==> config.mk <==
export PLATFORM = sky130hd
export DESIGN_NAME = gf180_ram_128x8_ctrl
export DESIGN_NICKNAME = d
export VERILOG_FILES = /design/src/rtl/gf180_ram_pkg.sv /design/src/rtl/gf180_ram_rsp_fifo.sv /design/src/rtl/gf180_ram_128x8_ctrl.sv
export SDC_FILE = /design/constraint.sdc
export NUM_CORES = 1
export LEC_CHECK = 0
export BUFFER_PORTS_ARGS = -buffer_cell sky130_fd_sc_hd__buf_4
export CAP_MARGIN = 20
export CORE_ASPECT_RATIO = 0.9
export CORE_UTILIZATION = 42
export DETAILED_ROUTE_END_ITERATION = 16
export PLACE_DENSITY = 0.73
export SLEW_MARGIN = 5
export SYNTH_ARGS = -nofsm -noshare
export SYNTH_HDL_FRONTEND = slang
export SYNTH_SLANG_ARGS = --single-unit
==> constraint.sdc <==
create_clock -name CLK -period 2.64 [get_ports CLK]
set_input_delay 0.264 -clock CLK [delete_from_list [all_inputs] [get_ports CLK]]
set_output_delay 0.264 -clock CLK [all_outputs]
set_load 0.05 [all_outputs]
==> src/rtl/gf180_ram_pkg.sv <==
// Shared sizes and state encoding for the 128x8 GF180 SRAM front end.
package gf180_ram_pkg;

    localparam int RAM_AW    = 7;
    localparam int RAM_DW    = 8;
    localparam int RAM_DEPTH = 128;

    localparam int RSP_DEPTH = 2;
    localparam int RSP_PTR_W = $clog2(RSP_DEPTH);
    localparam int RSP_CNT_W = $clog2(RSP_DEPTH + 1);

    typedef enum logic {
        ST_INIT,
        ST_RUN
    } state_t;

endpackage

==> src/rtl/gf180_ram_rsp_fifo.sv <==
// Small synchronous response FIFO holding read data until the consumer takes it.
module gf180_ram_rsp_fifo
    import gf180_ram_pkg::*;
#(
    parameter int WIDTH = 8
) (
    input  logic                 i_clk,
    input  logic                 i_rst,
    input  logic                 i_push,
    input  logic                 i_pop,
    input  logic [WIDTH-1:0]     i_wdata,
    output logic [WIDTH-1:0]     o_rdata,
    output logic [RSP_CNT_W-1:0] o_count
);

    localparam logic [RSP_CNT_W-1:0] FULL_CNT = RSP_CNT_W'(RSP_DEPTH);

    logic [WIDTH-1:0]     r_mem [RSP_DEPTH];
    logic [RSP_PTR_W-1:0] r_wptr;
    logic [RSP_PTR_W-1:0] r_rptr;
    logic [RSP_CNT_W-1:0] r_count;
    logic                 w_push_ok;
    logic                 w_pop_ok;

    assign w_push_ok = i_push && (r_count != FULL_CNT);
    assign w_pop_ok  = i_pop && (r_count != '0);
    assign o_rdata   = r_mem[r_rptr];
    assign o_count   = r_count;

    // Storage is cleared on reset so the read port shows zero while empty after reset.
    always_ff @(posedge i_clk or posedge i_rst) begin
        if (i_rst) begin
            for (int i = 0; i < RSP_DEPTH; i++) begin
                r_mem[i] <= '0;
            end
            r_wptr  <= '0;
            r_rptr  <= '0;
            r_count <= '0;
        end else begin
            assert (!(i_push && (r_count == FULL_CNT)));
            if (w_push_ok) begin
                r_mem[r_wptr] <= i_wdata;
                r_wptr        <= r_wptr + 1'b1;
            end
            if (w_pop_ok) begin
                r_rptr <= r_rptr + 1'b1;
            end
            r_count <= r_count + RSP_CNT_W'(w_push_ok) - RSP_CNT_W'(w_pop_ok);
        end
    end

endmodule

==> src/rtl/gf180_ram_128x8_ctrl.sv <==
// Valid/ready byte-access front end driving the GF180 128x8 SRAM strobes,
// with an optional post-reset array fill and a credit-limited read response path.
module gf180_ram_128x8_ctrl
    import gf180_ram_pkg::*;
#(
    parameter logic              CLEAR_ON_RESET = 1'b1,
    parameter logic [RAM_DW-1:0] CLEAR_VALUE    = 8'h00
) (
    input  logic              CLK,
    input  logic              RST,
    input  logic              req_valid,
    output logic              req_ready,
    input  logic              req_we,
    input  logic [RAM_AW-1:0] req_addr,
    input  logic [RAM_DW-1:0] req_wdata,
    input  logic [RAM_DW-1:0] req_wmask,
    output logic              rsp_valid,
    input  logic              rsp_ready,
    output logic [RAM_DW-1:0] rsp_rdata,
    output logic              init_done,
    output logic              ram_cen,
    output logic              ram_gwen,
    output logic [RAM_DW-1:0] ram_wen,
    output logic [RAM_AW-1:0] ram_a,
    output logic [RAM_DW-1:0] ram_d,
    input  logic [RAM_DW-1:0] ram_q
);

    localparam state_t                RESET_STATE  = CLEAR_ON_RESET ? ST_INIT : ST_RUN;
    localparam logic [RAM_AW-1:0]     LAST_ADDR    = RAM_AW'(RAM_DEPTH - 1);
    localparam logic [RSP_CNT_W:0]    CREDIT_LIMIT = (RSP_CNT_W + 1)'(RSP_DEPTH);

    state_t                 r_state;
    state_t                 w_state_next;
    logic [RAM_AW-1:0]      r_clr_addr;
    logic                   r_rd_pend;
    logic                   w_fire;
    logic                   w_rd_fire;
    logic                   w_pop;
    logic [RSP_CNT_W-1:0]   w_fifo_cnt;
    logic [RSP_CNT_W:0]     w_inflight;

    always_ff @(posedge CLK or posedge RST) begin
        if (RST) begin
            r_state <= RESET_STATE;
        end else begin
            r_state <= w_state_next;
        end
    end

    always_comb begin
        w_state_next = r_state;
        if ((r_state == ST_INIT) && (r_clr_addr == LAST_ADDR)) begin
            w_state_next = ST_RUN;
        end
    end

    always_ff @(posedge CLK or posedge RST) begin
        if (RST) begin
            r_clr_addr <= '0;
            r_rd_pend  <= 1'b0;
        end else begin
            if (r_state == ST_INIT) begin
                r_clr_addr <= r_clr_addr + 1'b1;
            end
            r_rd_pend <= w_rd_fire;
        end
    end

    // A read in flight to the macro already owns a FIFO slot, so it counts against the credit.
    assign rsp_valid  = (w_fifo_cnt != '0);
    assign w_pop      = rsp_valid && rsp_ready;
    assign w_inflight = (RSP_CNT_W + 1)'(r_rd_pend) + (RSP_CNT_W + 1)'(w_fifo_cnt)
                      - (RSP_CNT_W + 1)'(w_pop);
    assign req_ready  = !RST && (r_state == ST_RUN) && (w_inflight < CREDIT_LIMIT);
    assign w_fire     = req_valid && req_ready;
    assign w_rd_fire  = w_fire && !req_we;
    assign init_done  = !RST && (r_state == ST_RUN);

    always_comb begin
        ram_cen  = 1'b1;
        ram_gwen = 1'b1;
        ram_wen  = '1;
        ram_a    = '0;
        ram_d    = '0;
        if (!RST) begin
            if (r_state == ST_INIT) begin
                ram_cen  = 1'b0;
                ram_gwen = 1'b0;
                ram_wen  = '0;
                ram_a    = r_clr_addr;
                ram_d    = CLEAR_VALUE;
            end else if (w_fire) begin
                ram_cen  = 1'b0;
                ram_gwen = !req_we;
                ram_wen  = req_we ? ~req_wmask : '1;
                ram_a    = req_addr;
                ram_d    = req_wdata;
            end
        end
    end

    gf180_ram_rsp_fifo #(
        .WIDTH (RAM_DW)
    ) u_rsp_fifo (
        .i_clk   (CLK),
        .i_rst   (RST),
        .i_push  (r_rd_pend),
        .i_pop   (w_pop),
        .i_wdata (ram_q),
        .o_rdata (rsp_rdata),
        .o_count (w_fifo_cnt)
    );

endmodule

# Word level (Yosys, flattened, before mapping)
# Cells that the tools add are included.
dict set report word_totals {
  ff_bits 29
  inputBits 36
}
dict set report classes {
  bitwise_logic 4
  magnitude_cmp 4
  mux 22
  n_addsub 7
  n_eq_ne 2
  n_reduce_logical 12
}
# operator n
set ops {}
lappend ops {{$mux W8} 11}
lappend ops {{$mux W7} 3}
lappend ops {{$bwmux W16} 1}
lappend ops {{$logic_and A1 B1 Y1} 9}
lappend ops {{$demux W8 S1} 1}
lappend ops {{$not A8 Y8} 1}
lappend ops {{$add A7 B1 Y7 const B} 1}
lappend ops {{$eq A7 B7 Y1 const B} 1}
lappend ops {{$mux W1} 6}
lappend ops {{$ge A2 B2 Y1 const B} 2}
lappend ops {{$not A1 Y2} 2}
lappend ops {{$add A1 B2 Y3} 1}
lappend ops {{$lt A3 B2 Y1 const B} 1}
lappend ops {{$sub A3 B1 Y3} 1}
lappend ops {{$add A1 B1 Y1 const B} 2}
lappend ops {{$add A2 B1 Y2} 1}
lappend ops {{$logic_not A1 Y1} 2}
lappend ops {{$lt A2 B1 Y1 const B} 1}
lappend ops {{$ne A2 B2 Y1 const B} 1}
lappend ops {{$reduce_bool A2 Y1} 1}
lappend ops {{$sub A2 B1 Y2} 1}
lappend ops {{$not A1 Y1} 1}

# Logic depth before layout (Yosys ltp)
dict set report depth {
  word_depth 9
  depth_mapped 10
  ltp_nobuf 9
}

# Hierarchy
# From an unflattened synthesis, not the netlist that was laid out.
dict set report unflattened {
  hier_cells 156
  hier_area_um2 1704.1
}
# module area_each_um2 cells_each instances
set modules_own_cells {}
lappend modules_own_cells {gf180_ram_rsp_fifo 962.2 66 1}
lappend modules_own_cells {gf180_ram_128x8_ctrl 742.0 90 1}

# Worst setup path before layout
# OpenSTA, ideal clock, no wires.
dict set report synth_timing {
  path_type {reg2out}
  from {register u_rsp_fifo.r_count[0] (netlist: u_rsp_fifo.o_count[0])}
  to {output port ram_a[0]}
  path_buffers 1
  t_arrival_ps 3301
  stages_incl_launch_ff 11
  required_ps 2376
  slack_ps -925
  cell_sequence {dfrtp_1 -> or2_2 -> and2_1 -> ha_1 -> inv_1 -> nand2_1 -> fa_1 -> xor2_1 -> o31a_1 -> buf_4 -> nor2_1}
}
dict set report synth_between {
  elab_chain_cells 9
  word_cells_on_any_way 10
}
# element line_no
set synth_lines {}
lappend synth_lines {{from (decl)} gf180_ram_rsp_fifo.sv:21} ;# logic [RSP_CNT_W-1:0] r_count;
lappend synth_lines {{from (signal assigned)} gf180_ram_rsp_fifo.sv:48} ;# r_count <= r_count + RSP_CNT_W'(w_push_ok) - RSP_CNT_W'(w_pop_ok);
lappend synth_lines {{$reduce_bool A2 Y1} gf180_ram_128x8_ctrl.sv:71} ;# assign rsp_valid = (w_fifo_cnt != '0);
lappend synth_lines {{via rsp_valid} gf180_ram_128x8_ctrl.sv:17} ;# output logic rsp_valid,
lappend synth_lines {{$logic_and A1 B1 Y1} gf180_ram_128x8_ctrl.sv:72} ;# assign w_pop = rsp_valid && rsp_ready;
lappend synth_lines {{$sub A3 B1 Y3} gf180_ram_128x8_ctrl.sv:74} ;# - (RSP_CNT_W + 1)'(w_pop);
lappend synth_lines {{$lt A3 B2 Y1} gf180_ram_128x8_ctrl.sv:75} ;# assign req_ready = !RST && (r_state == ST_RUN) && (w_inflight < CREDIT_LIMIT);
lappend synth_lines {{$logic_and A1 B1 Y1} gf180_ram_128x8_ctrl.sv:75}
lappend synth_lines {{$logic_and A1 B1 Y1} gf180_ram_128x8_ctrl.sv:76} ;# assign w_fire = req_valid && req_ready;
lappend synth_lines {{$mux W7} gf180_ram_128x8_ctrl.sv:93} ;# end else if (w_fire) begin
lappend synth_lines {{$mux W7} gf180_ram_128x8_ctrl.sv:87} ;# if (r_state == ST_INIT) begin
lappend synth_lines {{$mux W7} gf180_ram_128x8_ctrl.sv:86} ;# if (!RST) begin
lappend synth_lines {{to (decl)} gf180_ram_128x8_ctrl.sv:24} ;# output logic [RAM_AW-1:0] ram_a,
# The timed path passes the listed nets, and every way through them passes these cells.

# Worst setup path in the final report
dict set report layout_timing {
  from {register u_rsp_fifo.r_count[1] (netlist: u_rsp_fifo.o_count[1])}
  to {output port ram_gwen}
}
dict set report layout_between {
  elab_chain_cells 9
  word_cells_on_any_way 10
}
# element line_no
set layout_lines {}
lappend layout_lines {{parallel branches: the longest is 2 deep, another holds $add A1 B2 Y3} n/a}
lappend layout_lines {{$sub A3 B1 Y3 (*)} gf180_ram_128x8_ctrl.sv:74}
lappend layout_lines {{$lt A3 B2 Y1 (*)} gf180_ram_128x8_ctrl.sv:75}
lappend layout_lines {{$logic_and A1 B1 Y1 (*)} gf180_ram_128x8_ctrl.sv:75}
lappend layout_lines {{$logic_and A1 B1 Y1 (*)} gf180_ram_128x8_ctrl.sv:76}
lappend layout_lines {{$mux W1 (*)} gf180_ram_128x8_ctrl.sv:93}
lappend layout_lines {{$mux W1 (*)} gf180_ram_128x8_ctrl.sv:87}
lappend layout_lines {{$mux W1 (*)} gf180_ram_128x8_ctrl.sv:86}
lappend layout_lines {{to (decl)} gf180_ram_128x8_ctrl.sv:22} ;# output logic ram_gwen,
# Mark *: on every way between the ends.

==> qor.csv <==
metric;value;unit
clock-sinks;29;
max_slew_margin;67.2;%
final_util;72.0;%
synth.area.top_cells;dfrtp_1 45%, mux2_2 17%, a21o_1 4.6%, and2_1 4.3%, xnor2_1 3.3%;
insertion_delay;280;ps
setup_viol;25;
fin_worst_skew;4.16;ps
power.switching;757;uW
swShare;41.0;%
dp.cells;260;
hp-class;in -> async;
violations;negative setup slack;
grtUsageMet1;26.9;%
rows;21;
syn-num-nets;181;
cts_buffer_depth;2;
drv_cap;0;
timing.final.crit_share;116;%
outcome;complete, but fails checks;
drt_iter0_drc;41;
area.growth.synth_to_final;65.1;%
grt_pass1_wl;6350;microns
finalNetCount;262;
met3_usage;6.95;%
wire_per_inst;15.4;microns
fin_cells;268;
irDropWorstVdd;405;uV
ios;72;
busiest_layer;met2;
ys_warn_count;0;
vias_per_cell;5.01;
rsz0062_at_grt;true;
core_area;3700;sq um
die_h;60.9;microns
synth.ff_latch_count;29;
final_common_cell;buf_4;
clk_pin_slew;70;ps
hold_viol;0;
syn_inst;140;
fin_total_pwr;1850;uW
power.density;692;nW/um^2
power.leakage;0.00127;uW
p_seq_share;28.6;%
synth_area;1620;sq um
diodes;0;
yosys.area.top_type;dfrtp_1;
dp_hpwl;2800;microns
grt_use_total;21.5;%
combPwrFrac;52.3;%
grt_max_degree;30;
setup_ws;-420;ps
layout_common_cells;51 x buf_4, 28 x dfrtp_1, 25 x mux2_2;
grt_pass1_vias;1361;
cp.arrival;2800;ps
clock.fmax;0.327;GHz
worstPathMaxFanout;12;
yosys.area.top_type_share;44.9;%
internal_power;1090;uW
drive_gt1_share;68.0;%
wl;4130;microns
tightest_slew;490;ps
die-area;4100;sq um
ant_nets;0;
synth.distinct_cells;28;
path_class;reg -> out;
vias;1344;
place.gp.congestion;0.785;
clkPwrFrac;19.2;%
port_buffers;71;
die_w;67.4;microns
numCtsBuffers;5;
met2_usage;35.6;%
cts_tree;built;
htree_levels;2;
drt_first_pass_iters;4;
drcViolationCount;0;
synth.avg_cell_area;11.5;sq um
end_kind;output port;
seq_area_frac_synth;44.9;%
final_max_slew_viol_count;0;
crit_path_start_kind;flip-flop;
grt_overflow;0;
antenna_found_initial;0;
ff2ff_setup_slack;290;ps
fin_crit;3060;ps
worstPathRequired;2380;ps
cts_root_buf;clkbuf_8;
holdBufCountCts;0;
initial_core_util;43.6;%
[synth_stat cells, drive strengths merged]
library cell and count:
o211ai 2, and4 1, nor2b 2, and3 1, a22o 5, nand3 3
nand2b 1, mux2i 2, nor4b 1, xor2 4, xnor2 6, mux2 25
fa 1, inv 7, or2 2, ha 4, o31a 1, dfrtp 29
a21boi 1, a21o 10, buf 5, and2 11, nor2 4, clkbuf 1
nand2 11
[stage by stage]
stage                     setup slack (ps)  hold slack [ps]  setup TNS (ps)  area [sq um]
after CTS                             -413              165           -9370          2630
final                                 -420              161           -9320          2670
after floorplan                       -197              358           -3930          1780
after global placement               -83.0              449           -1280          2410
after global routing                  -492              208          -11500          2670
after detailed placement              -127              455           -2290          2410
[kinds of logic after synthesis]
| group | synth area share, % |
|---|---|
| adder cells (fa/ha/maj) | 4.33 |
| buffers and inverters | 3.79 |
| XOR/XNOR | 5.42 |
| AND/OR/NAND/NOR | 13.0 |
| multiplexers | 18.7 |
| flip-flops | 44.9 |
| AO/OA/AOI/OAI | 9.91 |
[worst max-delay path: stages, from the launching register on]
cell	delay, ps
dfrtp_2	400
or2_4	250
and2_4	150
ha_4	200
inv_2	60
nand2_2	50
fa_2	380
xor2_4	180
o31a_1	330
buf_12	160
a21o_2	190
buf_6	150
[worst paths after layout]
check                      cells after the start               endpoint             startpoint
max                                           11               ram_gwen  u_rsp_fifo.o_count[1]
min                                            3          r_clr_addr[5]                    RST
max reg2reg                                   10              r_rd_pend  u_rsp_fifo.o_count[1]
min reg2reg                                    1    u_rsp_fifo.r_mem[7]    u_rsp_fifo.r_mem[7]
max in group asynchronous                      3  u_rsp_fifo.o_count[1]                    RST
min in group CLK                               2    u_rsp_fifo.r_mem[6]               ram_q[6]
[power by group through the flow]
stage	Sequential [uW]	Combinational [uW]	Clock [uW]
final	528	964	353
after global routing	533	1020	384
after CTS	528	920	357
after detailed placement	534	894	0
after global placement	533	875	0
after floorplan	520	630	0
[flip-flops by register name, summed over array words and instances, names as in the netlist]
name	count
u_rsp_fifo.o_count	2
r_rd_pend	1
r_state	1
u_rsp_fifo.r_rptr	1
r_clr_addr	7
u_rsp_fifo.r_wptr	1
u_rsp_fifo.r_mem	16
[per-layer routing]
metal  vias to the layer above  share of wire (%)
met5                         -                  0
met4                         0               0.94
met2                        20                 56
met3                         5                3.0
met1                       683                 40
li1                        636                  -
[layout make-up]
cell class | instances | area [sq um]
timing repair buffer | 80 | 779
inverter | 7 | 26.3
multi-input combinational | 98 | 992
tap | 46 | 57.6
clock inverter | 3 | 17.5
sequential | 29 | 727
clock buffer | 5 | 68.8
fill | 271 | 1040
[what timing repair did]
item | 4_1_cts | 5_1_grt
setup endpoints to repair | 25 | 26
gates resized for setup | 35 | 8
pin swaps | 1 | 0
buffers inserted | 0 | 0
Power figures use the tool's default switching activity.
